$ cat src/rtl/dmem_access_arbiter_pkg.sv
// Shared types and constants for the data-memory access arbiter.
// State and owner encodings are fixed so that waveforms and debug tooling can decode them.
package dmem_arb_pkg;

  localparam int WORD_W = 32;

  typedef enum logic [1:0] {
    ST_IDLE   = 2'd0,
    ST_ACCESS = 2'd1,
    ST_DONE   = 2'd2
  } state_e;

  typedef enum logic {
    OWN_CPU = 1'b0,
    OWN_DBG = 1'b1
  } owner_e;

  typedef struct packed {
    logic              we;
    logic [WORD_W-1:0] addr;
    logic [WORD_W-1:0] wdata;
  } dmem_req_t;

  // An address is out of range when any bit above the memory's byte-address width is set.
  function automatic logic addr_oor(input logic [WORD_W-1:0] a, input int unsigned aw);
    return (a >> aw) != '0;
  endfunction

endpackage

$ cat src/rtl/dmem_access_arbiter_if.sv
// Bundle of the CPU, debug and memory-side signals around the data-memory arbiter.
// slave = the arbiter's view, master = the surrounding environment's view.
interface dmem_access_arbiter_if #(
  parameter int ADDR_W = 7
);
  import dmem_arb_pkg::*;

  logic              cpu_req_i;
  logic              cpu_we_i;
  logic [WORD_W-1:0] cpu_addr_i;
  logic [WORD_W-1:0] cpu_wdata_i;
  logic [WORD_W-1:0] cpu_rdata_o;
  logic              cpu_ack_o;
  logic              cpu_stall_o;

  logic              dbg_req_i;
  logic              dbg_we_i;
  logic [WORD_W-1:0] dbg_addr_i;
  logic [WORD_W-1:0] dbg_wdata_i;
  logic [WORD_W-1:0] dbg_rdata_o;
  logic              dbg_ack_o;

  logic              mem_en_o;
  logic              mem_we_o;
  logic [ADDR_W-1:0] mem_addr_o;
  logic [WORD_W-1:0] mem_wdata_o;
  logic [WORD_W-1:0] mem_rdata_i;

  modport slave (
    input  cpu_req_i, cpu_we_i, cpu_addr_i, cpu_wdata_i,
    output cpu_rdata_o, cpu_ack_o, cpu_stall_o,
    input  dbg_req_i, dbg_we_i, dbg_addr_i, dbg_wdata_i,
    output dbg_rdata_o, dbg_ack_o,
    output mem_en_o, mem_we_o, mem_addr_o, mem_wdata_o,
    input  mem_rdata_i
  );

  modport master (
    output cpu_req_i, cpu_we_i, cpu_addr_i, cpu_wdata_i,
    input  cpu_rdata_o, cpu_ack_o, cpu_stall_o,
    output dbg_req_i, dbg_we_i, dbg_addr_i, dbg_wdata_i,
    input  dbg_rdata_o, dbg_ack_o,
    input  mem_en_o, mem_we_o, mem_addr_o, mem_wdata_o,
    output mem_rdata_i
  );

endinterface

$ cat src/rtl/dmem_access_arbiter_prio.sv
// Two-way CPU/debug priority pick with a starvation counter that forces a debug win
// after STARVE_MAX consecutive CPU grants taken while debug was waiting.
module dmem_prio_arb
  import dmem_arb_pkg::*;
#(
  parameter int STARVE_MAX = 4
) (
  input  logic   clk_i,
  input  logic   rst_i,
  input  logic   arb_en_i,
  input  logic   cpu_req_i,
  input  logic   dbg_req_i,
  output logic   gnt_vld_o,
  output owner_e gnt_own_o
);

  localparam int SC_W = (STARVE_MAX > 1) ? $clog2(STARVE_MAX + 1) : 1;
  localparam logic [SC_W-1:0] SC_MAX = SC_W'(STARVE_MAX);

  logic [SC_W-1:0] starve_q, starve_d;
  logic            dbg_win;

  assign dbg_win   = dbg_req_i & (~cpu_req_i | (starve_q == SC_MAX));
  assign gnt_vld_o = cpu_req_i | dbg_req_i;

  always_comb begin
    gnt_own_o = OWN_CPU;
    if (dbg_win) gnt_own_o = OWN_DBG;
  end

  // Only IDLE cycles count; the counter is frozen while a transaction is in flight.
  always_comb begin
    starve_d = starve_q;
    if (arb_en_i) begin
      if (!dbg_req_i || dbg_win)  starve_d = '0;
      else if (starve_q != SC_MAX) starve_d = starve_q + 1'b1;
    end
  end

  always_ff @(posedge clk_i) begin
    if (rst_i) starve_q <= '0;
    else       starve_q <= starve_d;
  end

endmodule

$ cat src/rtl/dmem_access_arbiter.sv
// Data-memory access sequencer shared by the MEM stage and the debug/loader port.
// IDLE -> ACCESS (LATENCY cycles) -> DONE (one-cycle ack) -> IDLE.
module dmem_access_arbiter
  import dmem_arb_pkg::*;
#(
  parameter int ADDR_W     = 7,
  parameter int LATENCY    = 2,
  parameter int STARVE_MAX = 4
) (
  input logic                   clk_i,
  input logic                   rst_i,
  dmem_access_arbiter_if.slave  bus
);

  localparam int CNT_W = (LATENCY > 1) ? $clog2(LATENCY) : 1;
  localparam logic [CNT_W-1:0] CNT_INIT = CNT_W'(LATENCY - 1);

  state_e            state_q;
  logic [CNT_W-1:0]  cnt_q;
  owner_e            owner_q;
  logic              we_q;
  logic              oor_q;
  logic [ADDR_W-1:0] addr_q;
  logic [WORD_W-1:0] wdata_q;
  logic [WORD_W-1:0] cpu_rdata_q, dbg_rdata_q;
  logic              cpu_ack_q, dbg_ack_q;

  logic              arb_en;
  logic              gnt_vld;
  owner_e            gnt_own;
  dmem_req_t         cpu_rq, dbg_rq, sel_rq;
  logic [WORD_W-1:0] rd_cap;
  logic              in_acc;

  assign arb_en = (state_q == ST_IDLE);

  dmem_prio_arb #(.STARVE_MAX(STARVE_MAX)) u_arb (
    .clk_i     (clk_i),
    .rst_i     (rst_i),
    .arb_en_i  (arb_en),
    .cpu_req_i (bus.cpu_req_i),
    .dbg_req_i (bus.dbg_req_i),
    .gnt_vld_o (gnt_vld),
    .gnt_own_o (gnt_own)
  );

  always_comb begin
    cpu_rq = '{we: bus.cpu_we_i, addr: bus.cpu_addr_i, wdata: bus.cpu_wdata_i};
    dbg_rq = '{we: bus.dbg_we_i, addr: bus.dbg_addr_i, wdata: bus.dbg_wdata_i};
    sel_rq = (gnt_own == OWN_DBG) ? dbg_rq : cpu_rq;
    // Out-of-range reads return zero regardless of what the macro presents.
    rd_cap = oor_q ? '0 : bus.mem_rdata_i;
  end

  always_ff @(posedge clk_i) begin
    if (rst_i) begin
      state_q     <= ST_IDLE;
      cnt_q       <= '0;
      owner_q     <= OWN_CPU;
      we_q        <= 1'b0;
      oor_q       <= 1'b0;
      addr_q      <= '0;
      wdata_q     <= '0;
      cpu_rdata_q <= '0;
      dbg_rdata_q <= '0;
      cpu_ack_q   <= 1'b0;
      dbg_ack_q   <= 1'b0;
    end else begin
      cpu_ack_q <= 1'b0;
      dbg_ack_q <= 1'b0;
      case (state_q)
        ST_IDLE: begin
          if (gnt_vld) begin
            owner_q <= gnt_own;
            we_q    <= sel_rq.we;
            oor_q   <= addr_oor(sel_rq.addr, ADDR_W);
            addr_q  <= {sel_rq.addr[ADDR_W-1:2], 2'b00};
            wdata_q <= sel_rq.wdata;
            cnt_q   <= CNT_INIT;
            state_q <= ST_ACCESS;
          end
        end
        ST_ACCESS: begin
          if (cnt_q == '0) begin
            if (owner_q == OWN_DBG) begin
              dbg_rdata_q <= rd_cap;
              dbg_ack_q   <= 1'b1;
            end else begin
              cpu_rdata_q <= rd_cap;
              cpu_ack_q   <= 1'b1;
            end
            state_q <= ST_DONE;
          end else begin
            cnt_q <= cnt_q - 1'b1;
          end
        end
        ST_DONE: state_q <= ST_IDLE;
        default: state_q <= ST_IDLE;
      endcase
    end
  end

  // Memory-side outputs are decoded from registered state; the write strobe is the final access cycle only.
  assign in_acc          = (state_q == ST_ACCESS) & ~oor_q;
  assign bus.mem_en_o    = in_acc;
  assign bus.mem_we_o    = in_acc & we_q & (cnt_q == '0);
  assign bus.mem_addr_o  = in_acc ? addr_q : '0;
  assign bus.mem_wdata_o = in_acc ? wdata_q : '0;

  assign bus.cpu_ack_o   = cpu_ack_q;
  assign bus.dbg_ack_o   = dbg_ack_q;
  assign bus.cpu_rdata_o = cpu_rdata_q;
  assign bus.dbg_rdata_o = dbg_rdata_q;
  assign bus.cpu_stall_o = bus.cpu_req_i & ~cpu_ack_q;

endmodule

$ cat src/flat_wrapper.sv
// flat-port wrapper written by rule: the top's interface ports become plain ports
module dmem_access_arbiter_flat import dmem_arb_pkg::*;
#(
  parameter int ADDR_W     = 7,
  parameter int LATENCY    = 2,
  parameter int STARVE_MAX = 4
)
  (clk_i, rst_i, bus_cpu_req_i, bus_cpu_we_i, bus_cpu_addr_i, bus_cpu_wdata_i, bus_cpu_rdata_o, bus_cpu_ack_o, bus_cpu_stall_o, bus_dbg_req_i, bus_dbg_we_i, bus_dbg_addr_i, bus_dbg_wdata_i, bus_dbg_rdata_o, bus_dbg_ack_o, bus_mem_en_o, bus_mem_we_o, bus_mem_addr_o, bus_mem_wdata_o, bus_mem_rdata_i);
  dmem_access_arbiter_if #(.ADDR_W(ADDR_W)) bus_i ();
  input logic clk_i;
  input logic rst_i;
  input wire logic [$bits(bus_i.cpu_req_i)-1:0] bus_cpu_req_i;
  input wire logic [$bits(bus_i.cpu_we_i)-1:0] bus_cpu_we_i;
  input wire logic [$bits(bus_i.cpu_addr_i)-1:0] bus_cpu_addr_i;
  input wire logic [$bits(bus_i.cpu_wdata_i)-1:0] bus_cpu_wdata_i;
  output wire logic [$bits(bus_i.cpu_rdata_o)-1:0] bus_cpu_rdata_o;
  output wire logic [$bits(bus_i.cpu_ack_o)-1:0] bus_cpu_ack_o;
  output wire logic [$bits(bus_i.cpu_stall_o)-1:0] bus_cpu_stall_o;
  input wire logic [$bits(bus_i.dbg_req_i)-1:0] bus_dbg_req_i;
  input wire logic [$bits(bus_i.dbg_we_i)-1:0] bus_dbg_we_i;
  input wire logic [$bits(bus_i.dbg_addr_i)-1:0] bus_dbg_addr_i;
  input wire logic [$bits(bus_i.dbg_wdata_i)-1:0] bus_dbg_wdata_i;
  output wire logic [$bits(bus_i.dbg_rdata_o)-1:0] bus_dbg_rdata_o;
  output wire logic [$bits(bus_i.dbg_ack_o)-1:0] bus_dbg_ack_o;
  output wire logic [$bits(bus_i.mem_en_o)-1:0] bus_mem_en_o;
  output wire logic [$bits(bus_i.mem_we_o)-1:0] bus_mem_we_o;
  output wire logic [$bits(bus_i.mem_addr_o)-1:0] bus_mem_addr_o;
  output wire logic [$bits(bus_i.mem_wdata_o)-1:0] bus_mem_wdata_o;
  input wire logic [$bits(bus_i.mem_rdata_i)-1:0] bus_mem_rdata_i;
  assign bus_i.cpu_req_i = bus_cpu_req_i;
  assign bus_i.cpu_we_i = bus_cpu_we_i;
  assign bus_i.cpu_addr_i = bus_cpu_addr_i;
  assign bus_i.cpu_wdata_i = bus_cpu_wdata_i;
  assign bus_cpu_rdata_o = bus_i.cpu_rdata_o;
  assign bus_cpu_ack_o = bus_i.cpu_ack_o;
  assign bus_cpu_stall_o = bus_i.cpu_stall_o;
  assign bus_i.dbg_req_i = bus_dbg_req_i;
  assign bus_i.dbg_we_i = bus_dbg_we_i;
  assign bus_i.dbg_addr_i = bus_dbg_addr_i;
  assign bus_i.dbg_wdata_i = bus_dbg_wdata_i;
  assign bus_dbg_rdata_o = bus_i.dbg_rdata_o;
  assign bus_dbg_ack_o = bus_i.dbg_ack_o;
  assign bus_mem_en_o = bus_i.mem_en_o;
  assign bus_mem_we_o = bus_i.mem_we_o;
  assign bus_mem_addr_o = bus_i.mem_addr_o;
  assign bus_mem_wdata_o = bus_i.mem_wdata_o;
  assign bus_i.mem_rdata_i = bus_mem_rdata_i;
  dmem_access_arbiter #(.ADDR_W(ADDR_W), .LATENCY(LATENCY), .STARVE_MAX(STARVE_MAX)) u_core (.clk_i(clk_i), .rst_i(rst_i), .bus(bus_i));
endmodule
$ cat config.mk
export PLATFORM = sky130hd
export DESIGN_NAME = dmem_access_arbiter_flat
export DESIGN_NICKNAME = d
export VERILOG_FILES = /design/src/rtl/dmem_access_arbiter_pkg.sv /design/src/rtl/dmem_access_arbiter_if.sv /design/src/rtl/dmem_access_arbiter_prio.sv /design/src/rtl/dmem_access_arbiter.sv /design/src/flat_wrapper.sv
export SDC_FILE = /design/constraint.sdc
export NUM_CORES = 1
export LEC_CHECK = 0
export CAP_MARGIN = 20
export CORE_UTILIZATION = 35
export CTS_CLUSTER_DIAMETER = 100
export DETAILED_ROUTE_END_ITERATION = 10
export GPL_TIMING_DRIVEN = 1
export PLACE_DENSITY = 0.78
export SKIP_CTS_REPAIR_TIMING = 1
export SLEW_MARGIN = 20
export SYNTH_ARGS = -nofsm -noshare
export SYNTH_HDL_FRONTEND = slang
export SYNTH_SLANG_ARGS = --single-unit
export TNS_END_PERCENT = 5
$ cat constraint.sdc
create_clock -name clk_i -period 1.5 [get_ports clk_i]
set_input_delay 0.3 -clock clk_i [delete_from_list [all_inputs] [get_ports clk_i]]
set_output_delay 0.3 -clock clk_i [all_outputs]
set_load 0.005 [all_outputs]
* Yosys cells after proc, flatten, opt, wreduce, memory -nomap -nowiden *
Index checks and enable logic that the tools add are counted.

word-level totals
  flip-flop bits (word level) = 112
  bits of input ports = 166
  output and inout bits = 108
  logic and storage cells = 60

cells by class
  add/subtract/negate cells = 2
  equality and inequality tests = 5
  multiplexer cells = 15
  bitwise operators = 13
  reduce and logical (&&, ||, !) cells = 13

operators with widths
  cell                                                  number
  2-to-1 mux 65 bit                                     1
  2-to-1 mux 32 bit                                     2
  nonzero test 32 bit                                   1
  AND reduction 2 bit                                   4
  2-to-1 mux 7 bit                                      1
  2-to-1 mux 3 bit                                      2
  NOT 1 bit                                             6
  AND reduction 3 bit                                   2
  AND 1 bit                                             5
  2-to-1 mux 1 bit                                      5
  2-to-1 mux 2 bit                                      2
  != test 2 bit (second input constant)                 2
  case mux 2 bit (2 select lines)                       1
  nonzero test 2 bit                                    2
  adder 3 x 1 -> 3 bit (second input constant)          1
  equality test 3 bit (second input constant)           1
  != test 3 bit (second input constant)                 1
  OR reduction 3 bit                                    1
  equality test 2 x 1 -> 1 bit (second input constant)  1
  zero test 2 bit                                       1
  bitwise OR 1 bit                                      2
  case mux 1 bit (2 select lines)                       1
  zero test 1 bit                                       1
  logical OR 1 bit                                      1
  subtractor 1 bit (second input constant)              1

* Longest topological paths before layout *
Gate-level depths: netlist of the first run.

  depth after elaboration = 6
  mapped depth = 8
  gate-level depth less buffers = 6

* Modules after synthesis *
Synthesis of the first run repeated with hierarchy kept, for this count alone.

unflattened totals
  cell total of the unflattened synthesis = 595
  area, all modules = 4892.2 µm²

modules (own cells, without submodules)
  module               instances  cells each  area an instance (µm²)  seq. area each (µm²)
  dmem_access_arbiter  1          577         4714.5                  2182.1
  dmem_prio_arb        1          18          177.7                   60.1

* Worst setup path after synthesis of the first run *
Ideal clock, no wire load.

  path type = register to register
  from = reg u_core.u_arb.starve_q[0]
  to = reg u_core.wdata_q[22]
  arrival time = 1.419 ns
  slack = -0.008 ns
  stages on the path, launching flop included = 9
  period minus slack after synthesis = 1.508 ns
  path through = dfxtp_1 inv_1 ha_1 a21boi_2 or2b_1 buf_6 buf_6 nand2_1 a311oi_2

on the way
  word-level cells in the longest chain between the ends = 5

RTL lines
  element                   line                            text
  start: declaration        dmem_access_arbiter_prio.sv:20  logic [SC_W-1:0] starve_q, starve_d;
  start signal: assignment  dmem_access_arbiter_prio.sv:42  else starve_q <= starve_d;
  equality test 3 bit       dmem_access_arbiter_prio.sv:23  assign dbg_win = dbg_req_i & (~cpu_req_i | (starve_q == SC_MAX));
  bitwise OR 1 bit          dmem_access_arbiter_prio.sv:23
  AND 1 bit                 dmem_access_arbiter_prio.sv:23
  2-to-1 mux 1 bit          dmem_access_arbiter_prio.sv:28  if (dbg_win) gnt_own_o = OWN_DBG;
  2-to-1 mux 65 bit         dmem_access_arbiter.sv:50       sel_rq = (gnt_own == OWN_DBG) ? dbg_rq : cpu_rq;
  end signal: assignment    dmem_access_arbiter.sv:78       wdata_q <= sel_rq.wdata;
  end: declaration          dmem_access_arbiter.sv:24       logic [WORD_W-1:0] wdata_q;

No other way between the ends.
A chain may end at the register's enable or synchronous reset.

* Worst setup path in the final report of the first run *
  from = reg u_core.state_q[1]
  to = out bus_mem_wdata_o[21]

on the way
  word-level cells in the longest chain between the ends = 3

RTL lines
  element                       line                        text
  start: declaration            dmem_access_arbiter.sv:18   state_e state_q;
  start signal: assignment      dmem_access_arbiter.sv:57   state_q <= ST_IDLE;
  start signal: assignment      dmem_access_arbiter.sv:80   state_q <= ST_ACCESS;
  start signal: assignment      dmem_access_arbiter.sv:92   state_q <= ST_DONE;
  equality test 2 x 1 -> 1 bit  dmem_access_arbiter.sv:104  assign in_acc = (state_q == ST_ACCESS) & ~oor_q;
  AND 1 bit                     dmem_access_arbiter.sv:104
  2-to-1 mux 32 bit             dmem_access_arbiter.sv:108  assign bus.mem_wdata_o = in_acc ? wdata_q : '0;
  end: declaration              flat_wrapper.sv:28          output wire logic [$bits(bus_i.mem_wdata_o)-1:0] bus_mem_wdata_o;

No other way between the ends.

==> impl_metrics.toml, run 1 <==
[synthesis]
synth_cell_type_count = 36
yosys_warnings = 0
synth_async_sr_flop_share = 0
synth-seq-area-share = 0.445
yosys.cell_count.top_type = "nand2_1"
syn_avg_cell_area_um2 = 7.90
synthTopCellsByCount = "nand2_1, dfxtp_1, a21oi_1"
ys_dominant_reg_cell = "dfxtp_1"
synth_area_leaders = "dfxtp_1, nand2_1, a21oi_1"
postSynthRegisterBits = 112
number_of_enable_flip_flop_cells_after_synthesis = 0
synth.cell_area_um2 = 5040
yosys.area.top_type_share = 0.445
post_synth_inst_count = 638
cell_accounting_for_the_most_synthesized_area = "dfxtp_1"

[worst_setup_path]
path_cells = "nand2b_4, nor2_4, buf_12, buf_6, clkbuf_16, buf_6, and2_4, buf_6"
timing.setup.critical_path_class = "register to output pin"
cp_dominant_cell_by_count = "buf_6"
cp-end-kind = "output pin"
startpoint_type = "register"
data_required_critical_path_ns = 1.20
crit_path_max_incr_delay_ns = 0.32
critical_path.slowest_cell = "dfxtp_2"
cp_data_arrival_time_ns = 1.69
path_max_fanout = 7

[floorplan]
boundaryPins = 274
core_um2 = 14000
floorplan.die_area_um2 = 14900
die_h_um = 122
floorplan.initialDensity = 0.360
floorplan.rows = 43
die_extent_in_x_um = 122

[global_route]
number_of_global_route_vias_before_repair = 5194
antenna_found_initial = 0
grt_pass1_wl_um = 24800
grt_max_degree = 55
global_route.usage.total = 0.216
total_congestion_overflow = 0

[flow_run]
max_cap_viols = 0

[timing]
clock_skew_ns = 0.00747
timing.final.hold_violations = 0
post-route-worst-setup-slack_ns = -0.492
setup_tns_ns = -12.09
rsz0062_at_grt = "yes"
layout_worst_path_cycle_share = 1.33
period_minus_slack_ns = 1.99
fmax_mhz = 502
setup_viol_count_final = 46
final-max-slew-violation-count = 0

[pwr]
fin_total_pwr_mw = 7.63
power_per_cell_area_nw_per_um2 = 879
p_leak_nw = 4.44
power.ir.vdd_worst_mv = 0.573

[route]
vias_per_cell = 4.85
vias = 5318
drt_pass1_iterations = 4
drt_first_iter_violations = 280
totalWireLength_um = 16800
ant_nets = 0
post-route-drc-count = 0
drt-wirelength-per-cell_um = 15.3

[placed_design]
gp_routability_congestion = 0.789
dpl.cell_count = 1067
io_buffers = 267
preCtsSetupSlack_ns = -0.435
dpl.hpwl_um = 11400

[status]
failed_checks = "setup timing"
status = "finished with violations"

[clock_tree]
worst_skew_pair.late_latency_ns = 0.35
ctsRootBufferMaster = "clkbuf_16"
numCtsBuffers = 9
cts_htree_levels = 3
clock-sinks = 112
path_clk_slew_ns = 0.07
tritoncts = "done"
clock_path_buffers = 2

[cells_and_area]
n_antenna_cell = 0
finish.cell_count_without_fillers = 1096
design.final.nets = 1079
post_route_cells_drive_above_1_share = 0.177
core_util_final = 0.620
syn_to_final_growth_pct = 72.2

[hold_path]
timing.hold.worst.class = "input port to register"
## registers in the layout, summed over array words and instances, names as in the netlist, 2 cells and up
register and count:
u_core.addr_q 5, u_core.bus.cpu_rdata_o 32, u_core.bus.dbg_rdata_o 32, u_core.state_q 2
u_core.u_arb.starve_q 3, u_core.wdata_q 32
## final cells by class
class,instances,area [um2]
clock buffer,10,239
clock inverter,6,67.6
inverter,2,7.51
timing repair buffer,313,3250
fill,1226,5310
tap,180,225
multi-input combinational,473,2640
sequential,112,2250
## report_power, final
group	switching, mW	internal (mW)
sequential	0.107	3.18
combinational	0.826	1.06
clock	1.11	1.35
total	2.04	5.59
## metal layers
| layer | track usage | vias up | wire, um |
|---|---|---|---|
| met5 | 0 | - | 0 |
| met4 | 0.110 | 0 | 480 |
| met3 | 0.0407 | 33 | 918 |
| met2 | 0.392 | 189 | 8770 |
| met1 | 0.237 | 2439 | 6640 |
| li1 | - | 2657 | - |
## cell families after synthesis
group,synth area share
simple gates,0.312
compound gates,0.171
flops,0.445
buf+inv,0.0611
fa+ha+maj,0.00496
xor+xnor,0.00348
other cells,0.000744
mux,0.00199
## path summary, 6_finish.rpt
kind	startpoint	to	slack, ns	cells after the start
worst max-delay path	u_core.state_q[1]	bus_mem_wdata_o[21]	-0.49	8
worst min-delay path	rst_i	u_core.bus.cpu_ack_o	0.32	2
worst max register to register	u_core.u_arb.starve_q[0]	u_core.wdata_q[17]	-0.04	7
worst min register to register	u_core.bus.dbg_rdata_o[9]	u_core.bus.dbg_rdata_o[9]	0.45	2
## placed cells by master, fill, tap and decap left out, types with 11 or more instances in the layout
master / instances
dlymetal6s2s_1: 67
clkbuf_16: 11
clkdlybuf4s50_1: 161
nor2_1: 42
a21oi_1: 68
buf_2: 24
a311oi_2: 24
nor2b_1: 33
buf_6: 15
and2_1: 33
buf_12: 12
nand2_1: 204
a311oi_1: 14
dfxtp_1: 103
buf_4: 21
## critical path, delay by kind of cell, from the launching register on
family	cells	cell delay, ns
DFF	1	0.32
and+or+nand+nor	3	0.45
buffers and inverters	5	0.56
## stage by stage
step	area (um2)	hold slack (ns)
2_1_floorplan	5040	0.453
3_3_place_gp	8040	0.440
3_5_place_dp	8040	0.447
4_1_cts	8350	0.298
5_1_grt	8680	0.319
6_report	8680	0.316
Power figures use the tool's default switching activity.
==> run 2: changes to the inputs <==
--- a/config.mk
+++ b/config.mk
@@ -11,6 +11,7 @@
 export DETAILED_ROUTE_END_ITERATION = 10
 export GPL_TIMING_DRIVEN = 1
 export PLACE_DENSITY = 0.78
+export RECOVER_POWER = 25
 export SKIP_CTS_REPAIR_TIMING = 1
 export SLEW_MARGIN = 20
 export SYNTH_ARGS = -nofsm -noshare
==> results of run 2 <==
No change in the layout: final DEF, timing and power equal those of run 1.
